File: src/rtl/multicycle_control_if.sv
// Handshake and control bundle between the multicycle controller and its datapath/memory.
interface multicycle_control_if;
  logic       run;
  logic [6:0] opcode;
  logic       mem_ready;
  logic       branch_taken;

  logic [2:0] state;
  logic       mem_req;
  logic       mem_we;
  logic       iord;
  logic       ir_write;
  logic       pc_write;
  logic       oldpc_write;
  logic [1:0] pc_src;
  logic [1:0] alu_src_a;
  logic [1:0] alu_src_b;
  logic [1:0] alu_op;
  logic       reg_write;
  logic [1:0] wb_sel;
  logic       retire;
  logic       err_illegal;
  logic       err_timeout;

  // Controller side
  modport master (
    input  run, opcode, mem_ready, branch_taken,
    output state, mem_req, mem_we, iord, ir_write, pc_write, oldpc_write, pc_src,
           alu_src_a, alu_src_b, alu_op, reg_write, wb_sel, retire, err_illegal, err_timeout
  );

  // Datapath side
  modport slave (
    output run, opcode, mem_ready, branch_taken,
    input  state, mem_req, mem_we, iord, ir_write, pc_write, oldpc_write, pc_src,
           alu_src_a, alu_src_b, alu_op, reg_write, wb_sel, retire, err_illegal, err_timeout
  );
endinterface

File: src/rtl/multicycle_control.sv
// Moore control FSM for a multicycle RV32I-style core: fetch/decode/exec/mem/wb sequencing,
// memory wait timeout and sticky illegal-opcode / timeout error reporting.
module multicycle_control #(
  parameter int unsigned MEM_WAIT_MAX = 15
) (
  input logic                  clk,
  input logic                  reset_n,
  multicycle_control_if.master bus
);

  typedef enum logic [2:0] {
    StFetch  = 3'd0,
    StDecode = 3'd1,
    StExec   = 3'd2,
    StMem    = 3'd3,
    StWb     = 3'd4,
    StError  = 3'd5
  } state_e;

  typedef enum logic [3:0] {
    ClsNone, ClsR, ClsI, ClsLoad, ClsStore, ClsBranch, ClsJal, ClsJalr, ClsLui, ClsAuipc
  } cls_e;

  localparam logic [8:0] WaitMax = 9'(MEM_WAIT_MAX);

  state_e     state_q, state_d;
  cls_e       cls_q, cls_d, op_cls;
  logic [7:0] cnt_q, cnt_d;
  logic       err_illegal_q, err_illegal_d;
  logic       err_timeout_q, err_timeout_d;
  logic       mem_req;
  logic       timeout;

  assign mem_req = ((state_q == StFetch) && bus.run) || (state_q == StMem);
  // Timeout fires on the wait cycle that would bring the counter to MEM_WAIT_MAX;
  // a ready in that cycle takes priority.
  assign timeout = mem_req && !bus.mem_ready && (({1'b0, cnt_q} + 9'd1) >= WaitMax);

  // Opcode to instruction class
  always_comb begin
    case (bus.opcode)
      7'b0110011: op_cls = ClsR;
      7'b0010011: op_cls = ClsI;
      7'b0000011: op_cls = ClsLoad;
      7'b0100011: op_cls = ClsStore;
      7'b1100011: op_cls = ClsBranch;
      7'b1101111: op_cls = ClsJal;
      7'b1100111: op_cls = ClsJalr;
      7'b0110111: op_cls = ClsLui;
      7'b0010111: op_cls = ClsAuipc;
      default:    op_cls = ClsNone;
    endcase
  end

  // State, class latch, wait counter and sticky error flags
  always_ff @(posedge clk or negedge reset_n) begin
    if (!reset_n) begin
      state_q       <= StFetch;
      cls_q         <= ClsNone;
      cnt_q         <= 8'd0;
      err_illegal_q <= 1'b0;
      err_timeout_q <= 1'b0;
    end else begin
      state_q       <= state_d;
      cls_q         <= cls_d;
      cnt_q         <= cnt_d;
      err_illegal_q <= err_illegal_d;
      err_timeout_q <= err_timeout_d;
    end
  end

  // Next-state logic
  always_comb begin
    state_d       = state_q;
    cls_d         = cls_q;
    err_illegal_d = err_illegal_q;
    err_timeout_d = err_timeout_q;
    case (state_q)
      StFetch: begin
        if (bus.run && bus.mem_ready) begin
          state_d = StDecode;
        end else if (timeout) begin
          state_d       = StError;
          err_timeout_d = 1'b1;
        end
      end
      StDecode: begin
        cls_d = op_cls;
        if (op_cls == ClsNone) begin
          state_d       = StError;
          err_illegal_d = 1'b1;
        end else begin
          state_d = StExec;
        end
      end
      StExec: begin
        case (cls_q)
          ClsLoad, ClsStore: state_d = StMem;
          ClsBranch:         state_d = StFetch;
          ClsR, ClsI, ClsJal, ClsJalr, ClsLui, ClsAuipc: state_d = StWb;
          default: begin
            state_d       = StError;
            err_illegal_d = 1'b1;
          end
        endcase
      end
      StMem: begin
        if (bus.mem_ready) begin
          state_d = (cls_q == ClsStore) ? StFetch : StWb;
        end else if (timeout) begin
          state_d       = StError;
          err_timeout_d = 1'b1;
        end
      end
      StWb:    state_d = StFetch;
      StError: state_d = StError;
      default: state_d = StError;
    endcase

    // Any state change restarts the wait count; so does an idle fetch.
    cnt_d = cnt_q;
    if (state_d != state_q) begin
      cnt_d = 8'd0;
    end else if ((state_q == StFetch) && !bus.run) begin
      cnt_d = 8'd0;
    end else if (mem_req && !bus.mem_ready) begin
      cnt_d = cnt_q + 8'd1;
    end
  end

  // Control output decode
  always_comb begin
    bus.state       = state_q;
    bus.mem_req     = mem_req;
    bus.mem_we      = 1'b0;
    bus.iord        = 1'b0;
    bus.ir_write    = 1'b0;
    bus.pc_write    = 1'b0;
    bus.oldpc_write = 1'b0;
    bus.pc_src      = 2'd0;
    bus.alu_src_a   = 2'd0;
    bus.alu_src_b   = 2'd0;
    bus.alu_op      = 2'b00;
    bus.reg_write   = 1'b0;
    bus.wb_sel      = 2'd0;
    bus.retire      = 1'b0;
    bus.err_illegal = err_illegal_q;
    bus.err_timeout = err_timeout_q;
    case (state_q)
      StFetch: begin
        if (bus.run && bus.mem_ready) begin
          bus.ir_write    = 1'b1;
          bus.oldpc_write = 1'b1;
          bus.pc_write    = 1'b1;
        end
      end
      StExec: begin
        case (cls_q)
          ClsR: bus.alu_op = 2'b10;
          ClsI: begin
            bus.alu_src_b = 2'd1;
            bus.alu_op    = 2'b10;
          end
          ClsLoad, ClsStore: bus.alu_src_b = 2'd1;
          ClsBranch: begin
            bus.alu_op   = 2'b01;
            bus.pc_write = bus.branch_taken;
            bus.pc_src   = 2'd1;
            bus.retire   = 1'b1;
          end
          ClsJal: begin
            bus.pc_write = 1'b1;
            bus.pc_src   = 2'd1;
          end
          ClsJalr: begin
            bus.alu_src_b = 2'd1;
            bus.pc_write  = 1'b1;
            bus.pc_src    = 2'd2;
          end
          ClsLui: begin
            bus.alu_src_a = 2'd2;
            bus.alu_src_b = 2'd1;
          end
          ClsAuipc: begin
            bus.alu_src_a = 2'd1;
            bus.alu_src_b = 2'd1;
          end
          default: ;
        endcase
      end
      StMem: begin
        bus.iord   = 1'b1;
        bus.mem_we = (cls_q == ClsStore);
        bus.retire = (cls_q == ClsStore) && bus.mem_ready;
      end
      StWb: begin
        bus.reg_write = 1'b1;
        bus.retire    = 1'b1;
        case (cls_q)
          ClsLoad:         bus.wb_sel = 2'd1;
          ClsJal, ClsJalr: bus.wb_sel = 2'd2;
          default:         bus.wb_sel = 2'd0;
        endcase
      end
      default: ;
    endcase
  end

endmodule

File: src/flat_wrapper.sv
// flat-port wrapper written by rule: the top's interface ports become plain ports
module multicycle_control_flat 
#(
  parameter int unsigned MEM_WAIT_MAX = 15
)
  (clk, reset_n, bus_run, bus_opcode, bus_mem_ready, bus_branch_taken, bus_state, bus_mem_req, bus_mem_we, bus_iord, bus_ir_write, bus_pc_write, bus_oldpc_write, bus_pc_src, bus_alu_src_a, bus_alu_src_b, bus_alu_op, bus_reg_write, bus_wb_sel, bus_retire, bus_err_illegal, bus_err_timeout);
  multicycle_control_if bus_i ();
  input logic clk;
  input logic reset_n;
  input wire logic [$bits(bus_i.run)-1:0] bus_run;
  input wire logic [$bits(bus_i.opcode)-1:0] bus_opcode;
  input wire logic [$bits(bus_i.mem_ready)-1:0] bus_mem_ready;
  input wire logic [$bits(bus_i.branch_taken)-1:0] bus_branch_taken;
  output wire logic [$bits(bus_i.state)-1:0] bus_state;
  output wire logic [$bits(bus_i.mem_req)-1:0] bus_mem_req;
  output wire logic [$bits(bus_i.mem_we)-1:0] bus_mem_we;
  output wire logic [$bits(bus_i.iord)-1:0] bus_iord;
  output wire logic [$bits(bus_i.ir_write)-1:0] bus_ir_write;
  output wire logic [$bits(bus_i.pc_write)-1:0] bus_pc_write;
  output wire logic [$bits(bus_i.oldpc_write)-1:0] bus_oldpc_write;
  output wire logic [$bits(bus_i.pc_src)-1:0] bus_pc_src;
  output wire logic [$bits(bus_i.alu_src_a)-1:0] bus_alu_src_a;
  output wire logic [$bits(bus_i.alu_src_b)-1:0] bus_alu_src_b;
  output wire logic [$bits(bus_i.alu_op)-1:0] bus_alu_op;
  output wire logic [$bits(bus_i.reg_write)-1:0] bus_reg_write;
  output wire logic [$bits(bus_i.wb_sel)-1:0] bus_wb_sel;
  output wire logic [$bits(bus_i.retire)-1:0] bus_retire;
  output wire logic [$bits(bus_i.err_illegal)-1:0] bus_err_illegal;
  output wire logic [$bits(bus_i.err_timeout)-1:0] bus_err_timeout;
  assign bus_i.run = bus_run;
  assign bus_i.opcode = bus_opcode;
  assign bus_i.mem_ready = bus_mem_ready;
  assign bus_i.branch_taken = bus_branch_taken;
  assign bus_state = bus_i.state;
  assign bus_mem_req = bus_i.mem_req;
  assign bus_mem_we = bus_i.mem_we;
  assign bus_iord = bus_i.iord;
  assign bus_ir_write = bus_i.ir_write;
  assign bus_pc_write = bus_i.pc_write;
  assign bus_oldpc_write = bus_i.oldpc_write;
  assign bus_pc_src = bus_i.pc_src;
  assign bus_alu_src_a = bus_i.alu_src_a;
  assign bus_alu_src_b = bus_i.alu_src_b;
  assign bus_alu_op = bus_i.alu_op;
  assign bus_reg_write = bus_i.reg_write;
  assign bus_wb_sel = bus_i.wb_sel;
  assign bus_retire = bus_i.retire;
  assign bus_err_illegal = bus_i.err_illegal;
  assign bus_err_timeout = bus_i.err_timeout;
  multicycle_control #(.MEM_WAIT_MAX(MEM_WAIT_MAX)) u_core (.clk(clk), .reset_n(reset_n), .bus(bus_i));
endmodule
File: config.mk
export PLATFORM = sky130hd
export DESIGN_NAME = multicycle_control_flat
export DESIGN_NICKNAME = d
export VERILOG_FILES = /design/src/rtl/multicycle_control_if.sv /design/src/rtl/multicycle_control.sv /design/src/flat_wrapper.sv
export SDC_FILE = /design/constraint.sdc
export NUM_CORES = 1
export LEC_CHECK = 0
export ABC_AREA = 0
export BUFFER_PORTS_ARGS = -buffer_cell sky130_fd_sc_hd__buf_2
export CORE_ASPECT_RATIO = 1.1
export CORE_MARGIN = 2
export CORE_UTILIZATION = 45
export CTS_BUF_LIST = sky130_fd_sc_hd__clkbuf_16
export CTS_CLUSTER_SIZE = 24
export DETAILED_ROUTE_END_ITERATION = 12
export GPL_TIMING_DRIVEN = 0
export PLACE_DENSITY = 0.68
export SLEW_MARGIN = 10
export SYNTH_ARGS = -nofsm -noshare
export SYNTH_HDL_FRONTEND = slang
export SYNTH_SLANG_ARGS = --single-unit
export TNS_END_PERCENT = 1
File: constraint.sdc
create_clock -name clk -period 2.5 [get_ports clk]
set_input_delay 0.125 -clock clk [delete_from_list [all_inputs] [get_ports clk]]
set_output_delay 0.125 -clock clk [all_outputs]
set_load 0.05 [all_outputs]
; ---- Word level (Yosys, flattened, before mapping)
; Cells that the tools add are included.
[totals]
register_bits = 17
latch_bits = 0
ram_bits = 0
mem_bits_ro = 0
input_bits = 12
output_inout_bits = 23
elab_cells = 95
n_memories = 0
[op_classes]
add_sub_neg = 2
n_mul = 0
div = 0
magnitude_cmp = 1
n_eq_ne = 27
shifts = 0
n_mux = 37
bitwise = 0
n_reduce_logical = 23
[ops]
columns = cell, n
row1 = one-hot mux 4 bit (9 select lines), 1
row2 = two-way mux 8 bit, 3
row3 = "equality test 7 x 6 -> 1 bit, second input constant", 3
row4 = "equality test 7 bit, second input constant", 3
row5 = "equality test 4 x 3 -> 1 bit, second input constant", 4
row6 = one-hot mux 2 bit (2 select lines), 4
row7 = two-way mux 3 bit, 5
row8 = one-hot mux 3 bit (5 select lines), 1
row9 = "equality test 7 x 5 -> 1 bit, second input constant", 2
row10 = two-way mux 1 bit, 12
row11 = OR reduction 6 bit, 2
row12 = two-way mux 2 bit, 5
row13 = "adder 8 x 1 -> 9 bit, second input constant", 1
row14 = "greater-or-equal comparator 9 x 4 -> 1 bit, second input constant", 1
row15 = one-hot mux 3 bit (3 select lines), 1
row16 = OR reduction 9 bit, 1
row17 = "adder 8 x 1 -> 8 bit, second input constant", 1
row18 = "equality test 4 x 2 -> 1 bit, second input constant", 2
row19 = "equality test 4 bit, second input constant", 2
row20 = one-hot mux 1 bit (2 select lines), 4
row21 = OR reduction 2 bit, 4
row22 = "equality test 7 x 2 -> 1 bit, second input constant", 1
row23 = "equality test 3 x 2 -> 1 bit, second input constant", 2
row24 = logical AND 1 bit, 6
row25 = other kinds (14), 19

; ---- Depth between registers and ports, before layout
; Gate-level depths: netlist of run 1.
[logic_depth]
depth_word = 10
depth_mapped = 8
mapped_depth_nobuf = 8

; ---- Worst setup path after synthesis of run 1
; OpenSTA, ideal clock, no wires.
[synth_path]
path_kind = flip-flop to output port
from = register u_core.state_q[0] (netlist: u_core.bus.state[0])
to = output port bus_retire
t_arrival_ps = 2900
required_time_ps = 2375
slack_ps = -525
path_stages_with_launch = 6
n_path_buf = 1
path_cell_list = dfrtp_1 -> clkbuf_1 -> nand3b_1 -> nor3_1 -> a21oi_1 -> nand2_1
[synth_via]
elab_chain_len = 2
elab_cells_between_ends = 4
classes_between = eq/ne: 3 / mux: 1
[synth_lines]
columns = element, line_no
row1 = "start, declared", multicycle_control.sv:26  ; state_e state_q, state_d;
row2 = "start signal, assigned", multicycle_control.sv:58  ; state_q <= StFetch;
row3 = "start signal, assigned", multicycle_control.sv:64  ; state_q <= state_d;
row4 = equality test 3 bit / equality test 3 x 2 -> 1 bit (equally long branches), multicycle_control.sv:149  ; case (state_q)
row5 = one-hot mux 1 bit (3 select lines) *, multicycle_control.sv:149
row6 = "end, declared", flat_wrapper.sv:27  ; output wire logic [$bits(bus_i.retire)-1:0] bus_retire;
; Every way passes the cells marked *; elsewhere a longest branch is shown, timed or not.

; ---- Worst setup path after layout of run 1
[layout_path]
from = register u_core.cnt_q[1]
to = register u_core.cnt_q[5]
[layout_via]
elab_chain_len = 8
elab_cells_between_ends = 13
classes_between = add/sub: 2 / order compare: 1 / eq/ne: 1 / mux: 7 / reduce/logical: 2
[layout_lines]
columns = element, line_no
row1 = "start, declared", multicycle_control.sv:28  ; logic [7:0] cnt_q, cnt_d;
row2 = "start signal, assigned", multicycle_control.sv:66  ; cnt_q <= cnt_d;
row3 = adder 8 x 1 -> 9 bit, multicycle_control.sv:37  ; assign timeout = mem_req && !bus.mem_ready && (({1'b0, cnt_q} + 9'd1) >= WaitMax);
row4 = greater-or-equal comparator 9 x 4 -> 1 bit, multicycle_control.sv:37
row5 = logical AND 1 bit, multicycle_control.sv:37
row6 = two-way mux 3 bit, "multicycle_control.sv:82, multicycle_control.sv:110"
row7 = two-way mux 3 bit (on tied branches), "multicycle_control.sv:108, multicycle_control.sv:80"
row8 = one-hot mux 3 bit (5 select lines), multicycle_control.sv:78  ; case (state_q)
row9 = inequality test 3 bit, multicycle_control.sv:122  ; if (state_d != state_q) begin
row10 = nonzero test 3 bit (no line) / two-way mux 8 bit (equally long branches), -
; Parallel ways exist; a longest one is shown, timed or not. The select of a mux whose other input is x is not followed.
; A chain may end at the register's enable or synchronous reset.

==> results of run 1 <==
routing by layer:
metal  track usage (%)  share of wire, %  vias to the layer above
met5                 0                 0                        -
li1                  -                 -                      847
met4              5.56              0.98                        0
met1              32.6                51                      720
met3              2.35               4.6                        4
met2              31.4                43                       50
flip-flops by register name (all words and copies together) (netlist names):
name,flops
u_core.cnt_q,8
u_core.bus.err_timeout,1
u_core.bus.state,3
u_core.bus.err_illegal,1
u_core.cls_q,4
cell families (layout without fill, tap and decap cells):
kind of cell             count (synthesis)  after routing  synth area share (%)
AND/OR/NAND/NOR                        102            102                  37.8
AO/OA/AOI/OAI                           62             62                  25.8
buffers and inverters                   21             59                  5.60
flip-flops                              17             17                  27.2
XOR/XNOR                                 3              3                  1.68
adder cells (fa/ha/maj)                  2              2                  1.60
other                                    1              1                 0.240
worst max-delay path, delay by kind of cell, from the launching register on:
kind	cells	cell delay [ns]
AOI/OAI and AO/OA	2	0.71
adders and majority gates	1	0.20
DFF	1	0.45
and+or+nand+nor	4	0.92
synth_stat cells (3+ instances only):
cell type / number
o21ai_0: 19
a211oi_1: 5
inv_1: 9
o21a_1: 5
nor2_1: 17
nand3b_1: 3
nor2b_1: 8
nand4_1: 3
clkbuf_1: 9
a21oi_1: 11
nand3_1: 5
and3_1: 3
nand2_1: 24
a31oi_1: 4
nor4_1: 4
dfrtp_1: 17
nor3_1: 9
nor3_2: 9
repair_timing:
item,in CTS,in global routing
gates resized for setup,2,9
setup buffers,0,0
endpoints found under the hold margin,17,0
endpoints found under the setup margin,1,9
hold buffers,1,0
layout by cell type (no fill, tap or decap), drive strengths merged, types with 3 or more instances in the layout:
| cell | instances |
|---|---|
| buf | 36 |
| nand2 | 25 |
| o21ai | 21 |
| nor2 | 18 |
| nor3 | 18 |
| dfrtp | 17 |
| clkbuf | 12 |
| a21oi | 11 |
| inv | 10 |
| nor2b | 8 |
| nand3 | 6 |
| o21a | 5 |
| a211oi | 5 |
| a31oi | 4 |
| nor4 | 4 |
| nand3b | 3 |
| nand4 | 3 |
| and3 | 3 |
per-stage QoR:
step           cells  TNS [ns]  utilization, %  setup slack [ns]  total power [W]
6_report         294         0            57.7             0.136          0.00169
3_3_place_gp     289         0            54.1            0.0275          0.00135
4_1_cts          294         0            57.0            0.0640          0.00168
3_5_place_dp     289  -0.00122            54.1          -0.00122          0.00136
2_1_floorplan    208    -0.824               -            -0.356          0.00115
5_1_grt          294         0            57.7           0.00245          0.00180
cell type report:
| type | count | share of cell area (%) |
|---|---|---|
| plain buffers | 12 | 2.86 |
| clock buffers | 3 | 3.90 |
| clock inverters | 1 | 0.195 |
| inverters | 9 | 1.76 |
| multi-input cells | 170 | 56.8 |
| flip-flops and latches | 17 | 22.3 |
| well taps | 48 | 3.12 |
| repair buffers | 34 | 9.11 |
power breakdown:
part / total, W / switching (W) / internal (W)
Sequential: 0.000386 / 0.0000621 / 0.000324
Clock: 0.000318 / 0.000105 / 0.000213
Combinational: 0.000981 / 0.000698 / 0.000283
worst paths after layout:
path,start,endpoint,slack (ns),cells past startpoint
max in group asynchronous,reset_n,u_core.cnt_q[1],1.87,2
max reg2reg,u_core.cnt_q[1],u_core.cnt_q[5],0.14,7
max,u_core.cnt_q[1],u_core.cnt_q[5],0.14,7
min,bus_opcode[6],u_core.cls_q[3],0.13,2
min in group asynchronous,reset_n,u_core.bus.err_illegal,0.33,2
min reg2reg,u_core.bus.err_timeout,u_core.bus.err_timeout,0.46,1
==> impl_metrics.py, run 1 <==
metrics = {
    "finish": {
        "multi_input_area_sq_um": 1090,
        "syn2layout_area_growth_pct": 23.0,
        "n_antenna_cell": 0,
        "nFillCells": 329,
        "design_area_sq_um": 1920,
        "nets": 261,
        "final_layout_size_suffix_gt1_share_pct": 25.6,
        "seq_area_sq_um": 428,
    },
    "floorplanning": {
        "ioPinCount": 35,
        "dieArea_sq_um": 3960,
        "die_y_um": 65.8,
        "core_sq_um": 3330,
        "die_w_um": 60.2,
        "start_util_pct": 47.0,
        "row_count": 22,
    },
    "drt": {
        "first_pass_iters": 4,
        "drtIter0Drc": 84,
        "drcViolationCount": 0,
        "totalWireLength_um": 3870,
        "ant_nets": 0,
        "drt-wirelength-per-cell_um": 13.2,
        "avgViaCountPerCell": 5.51,
        "dr_total_vias": 1621,
    },
    "sta": {
        "fmax_ghz": 0.423,
        "fin_crit_ns": 2.36,
        "slew_viol_final": 0,
        "period_share_pct": 94.6,
        "max_slew.worst_pin.slew_ns": 0.565,
        "fin_skew_ns": 0.000758,
        "hold_viol": 0,
        "hold_ws_ns": 0.132,
        "setup_viol": 0,
        "relSlewSlack_pct": 62.1,
        "rsz0062_at_grt": "false",
    },
    "power": {
        "peakVddDrop_uv": 343,
        "p_leak_nw": 0.845,
        "powerDensity_nw_per_um2": 876,
    },
    "global_route": {
        "grt_pass1_vias": 1458,
        "grt_max_degree": 18,
        "grt-ovfl-total": 0,
        "grt_pass1_wl_um": 6640,
        "grtUsageTotal_pct": 21.3,
        "antenna_found_initial": 0,
    },
    "synthesis": {
        "yosys.area.top_type": "dfrtp_1",
        "async_flop_share_pct": 100,
        "synthCells": 208,
        "synthFlopType": "dfrtp_1",
        "yosysSeqAreaShare_pct": 27.2,
        "yosysTopAreaCellShare_pct": 27.2,
        "synth_area_per_cell_sq_um": 7.52,
        "yosys_register_bits": 17,
        "ys_warn_count": 0,
        "netlist_area_sq_um": 1560,
        "synth_fp_nets": 222,
        "synth_edf_count": 0,
        "synthTopCellsByArea": "dfrtp_1 (27%), o21ai_0 (6.1%), nor3_2 (5.8%), nand2_1 (5.8%), nor2_1 (4.1%)",
        "synth.distinct_cells": 49,
    },
    "critical_path": {
        "cpPeakStageDelay_ns": 0.48,
        "worst-setup-path-type": "reg -> reg",
        "crit_fanout": 8,
        "worstPathArrival_ns": 2.54,
        "cp_slowest_cell": "or4b_1",
        "path_common_cell": "nor3_2",
        "crit_path_end_kind": "flip-flop",
        "startpoint_type": "flip-flop",
        "cp_cell_sequence": "ha_4, or4b_1, nor3_2, nor3_2, o221a_1, o31a_4, nor3_2",
        "cp.required_ns": 2.67,
    },
    "cts": {
        "h-tree-depth": 1,
        "path_clk_slew_ns": 0.05,
        "clk_path_buf_depth": 2,
        "numCtsBuffers": 3,
        "cts.sinks": 17,
        "clk_latency_ns": 0.25,
        "cts_tree": "yes",
        "cts_root_buf": "clkbuf_16",
    },
    "place": {
        "hpwl_um": 2890,
        "io_buffers": 33,
        "place_congestion": 0.854,
        "dpl-instance-area_sq_um": 1800,
    },
    "hold_path": {
        "hold_path.class": "in -> reg",
    },
    "run": {
        "maxCapViolCount": 0,
    },
    "outcome": {
        "status": "finished clean",
    },
}
Power figures use the tool's default switching activity.
==> inputs of run 2 (changes only) <==
CORE_UTILIZATION = 30   (was 45)
PLACE_DENSITY = unset   (was 0.68)
==> run 2 against run 1 <==
Net effect:
- critical path depth unchanged
- combinational power increased by 2%
- cell area increased by 0.52%
- power increased by 1.6%
- register-to-register slack improved by 0.02 ns
- sequential power about the same
- utilization decreased by 19 points
- largest cell class unchanged
- highest routed layer unchanged
==> impl_metrics.py, run 2 (synthesis gave the netlist of run 1 again) <==
metrics = {
    "sta": {
        "fin_skew_ns": 0.00531,
        "slew_viol_final": 0,
        "fmax_ghz": 0.426,
        "worst_slack_ns": 0.155,
        "relSlewSlack_pct": 58.3,
        "period_share_pct": 93.8,
        "setup_tns_ns": 0,
        "hold_viol": 0,
        "rsz0062_at_grt": "false",
        "setup_viol": 0,
        "fin_crit_ns": 2.34,
        "max_slew.worst_pin.slew_ns": 0.621,
    },
    "global_route": {
        "grt_pass1_wl_um": 6870,
        "grt_pass1_vias": 1442,
        "grtUsageTotal_pct": 14.7,
        "grt_max_degree": 18,
        "antenna_found_initial": 0,
        "grt-ovfl-total": 0,
    },
    "floorplanning": {
        "ioPinCount": 35,
        "start_util_pct": 31.1,
        "dieArea_sq_um": 5810,
        "core_sq_um": 5030,
        "die_y_um": 79.7,
        "row_count": 27,
        "die_w_um": 72.8,
    },
    "finish": {
        "regMostFlops": "u_core.cnt_q",
        "nets": 261,
        "syn2layout_area_growth_pct": 23.6,
        "nFillCells": 527,
        "n_antenna_cell": 0,
        "final_cell_mix": "buf_2 (34), nand2_1 (24), o21ai_0 (18)",
        "largest_reg_flops": 8,
        "final_layout_size_suffix_gt1_share_pct": 25.2,
        "layout_commonest_cell": "buf_2",
    },
    "power": {
        "peakVddDrop_uv": 330,
        "powerDensity_nw_per_um2": 885,
        "finalPower_w": 0.00171,
        "p_leak_nw": 0.849,
    },
    "outcome": {
        "status": "finished clean",
    },
    "drt": {
        "drcViolationCount": 0,
        "ant_nets": 0,
        "first_pass_iters": 4,
        "dr_total_vias": 1631,
        "drtIter0Drc": 206,
        "totalWireLength_um": 4000,
        "avgViaCountPerCell": 5.37,
        "drt-wirelength-per-cell_um": 13.2,
    },
    "critical_path": {
        "crit_fanout": 8,
        "reg2reg_to": "u_core.cnt_q[0]",
        "rrSetupSlack_ns": 0.16,
        "crit_path_end_kind": "flip-flop",
        "cp.required_ns": 2.67,
        "reg2reg_depth": 7,
        "worstPathArrival_ns": 2.52,
        "r2r-start": "u_core.cnt_q[0]",
        "startpoint_type": "flip-flop",
        "worst-setup-path-type": "reg -> reg",
    },
    "cts": {
        "cts_setup_buffers": 0,
        "clk_latency_ns": 0.25,
        "h-tree-depth": 1,
        "path_clk_slew_ns": 0.06,
        "cts_tree": "yes",
        "numCtsBuffers": 3,
        "cts.sinks": 17,
        "clk_path_buf_depth": 2,
        "cts_root_buf": "clkbuf_16",
    },
    "place": {
        "pre_cts_ws_ns": -0.0341,
        "hpwl_um": 3000,
        "place_congestion": 0.796,
        "io_buffers": 33,
    },
    "run": {
        "maxCapViolCount": 0,
    },
    "hold_path": {
        "min_path_cells": 2,
        "min_to": "u_core.cls_q[3]",
        "hold_path.class": "in -> reg",
        "hold_start": "bus_opcode[6]",
    },
}
## run 2: changes by cell type in the layout (fill, tap and decap cells not counted), sizes merged
| cell | change |
|---|---|
| inv | -1 |
| clkinv | +1 |
## run 2: timing repair
item | 4_1_cts | 5_1_grt
resized for setup | 2 | 8
pin swaps | 0 | 1
hold buffers | 1 | 0
endpoints found under the hold margin | 17 | 0
setup endpoints to repair | 8 | 9
gates cloned | 0 | 0
## run 2: critical path, stage by stage, from the launching register on
cell and delay [ns]:
dfrtp_1 0.46, ha_4 0.22, or4b_1 0.49, nor3_2 0.15, nor3_2 0.11, o221a_1 0.29, o31a_4 0.36, nor3_2 0.18
## run 2: layout make-up
| cell class | count | area, sq um | share of cell area, % |
|---|---|---|---|
| inverters | 9 | 33.8 | 1.75 |
| clock buffers | 3 | 75.1 | 3.88 |
| repair buffers | 34 | 175 | 9.06 |
| plain buffers | 12 | 56.3 | 2.91 |
| multi-input cells | 170 | 1090 | 56.4 |
| flip-flops and latches | 17 | 425 | 22.0 |
| well taps | 58 | 72.6 | 3.75 |
| clock inverters | 1 | 5.00 | 0.259 |
## run 2: report_power, final
| group | internal, W | total, W | switching (W) | leakage, nW |
|---|---|---|---|---|
| logic | 0.000286 | 0.000996 | 0.000710 | 0.584 |
| registers | 0.000322 | 0.000384 | 0.0000615 | 0.224 |
| clock network | 0.000215 | 0.000332 | 0.000117 | 0.0409 |
| total | 0.000823 | 0.00171 | 0.000889 | 0.849 |
## run 2: routing by layer
metal  part of all wire (%)  GRT usage (%)  vias up
met5                      0              0        -
li1                       -              -      834
met2                     45           22.4       34
met4                    1.4           5.00        0
met1                     49           20.9      758
met3                    3.8           2.40        5
## run 2: worst max path at each step
stage,startpoint,endpoint,cells after the start
floorplan,u_core.bus.state[2],bus_pc_write,4
CTS,u_core.cnt_q[0],u_core.cnt_q[0],7
global route,u_core.bus.state[2],bus_retire,7
finish,u_core.cnt_q[0],u_core.cnt_q[0],7
detailed placement,u_core.cnt_q[0],u_core.cnt_q[7],7
global placement,u_core.cnt_q[0],u_core.cnt_q[7],7
## run 2: through the flow
stage	std cells	cell area [sq um]	utilization, %	hold slack, ns
2_1_floorplan	208	1580	-	-0.171
3_3_place_gp	299	1820	36.1	0.0728
3_5_place_dp	299	1820	36.1	0.0782
4_1_cts	304	1910	38.0	0.123
5_1_grt	304	1930	38.4	0.129
6_report	304	1930	38.4	0.118
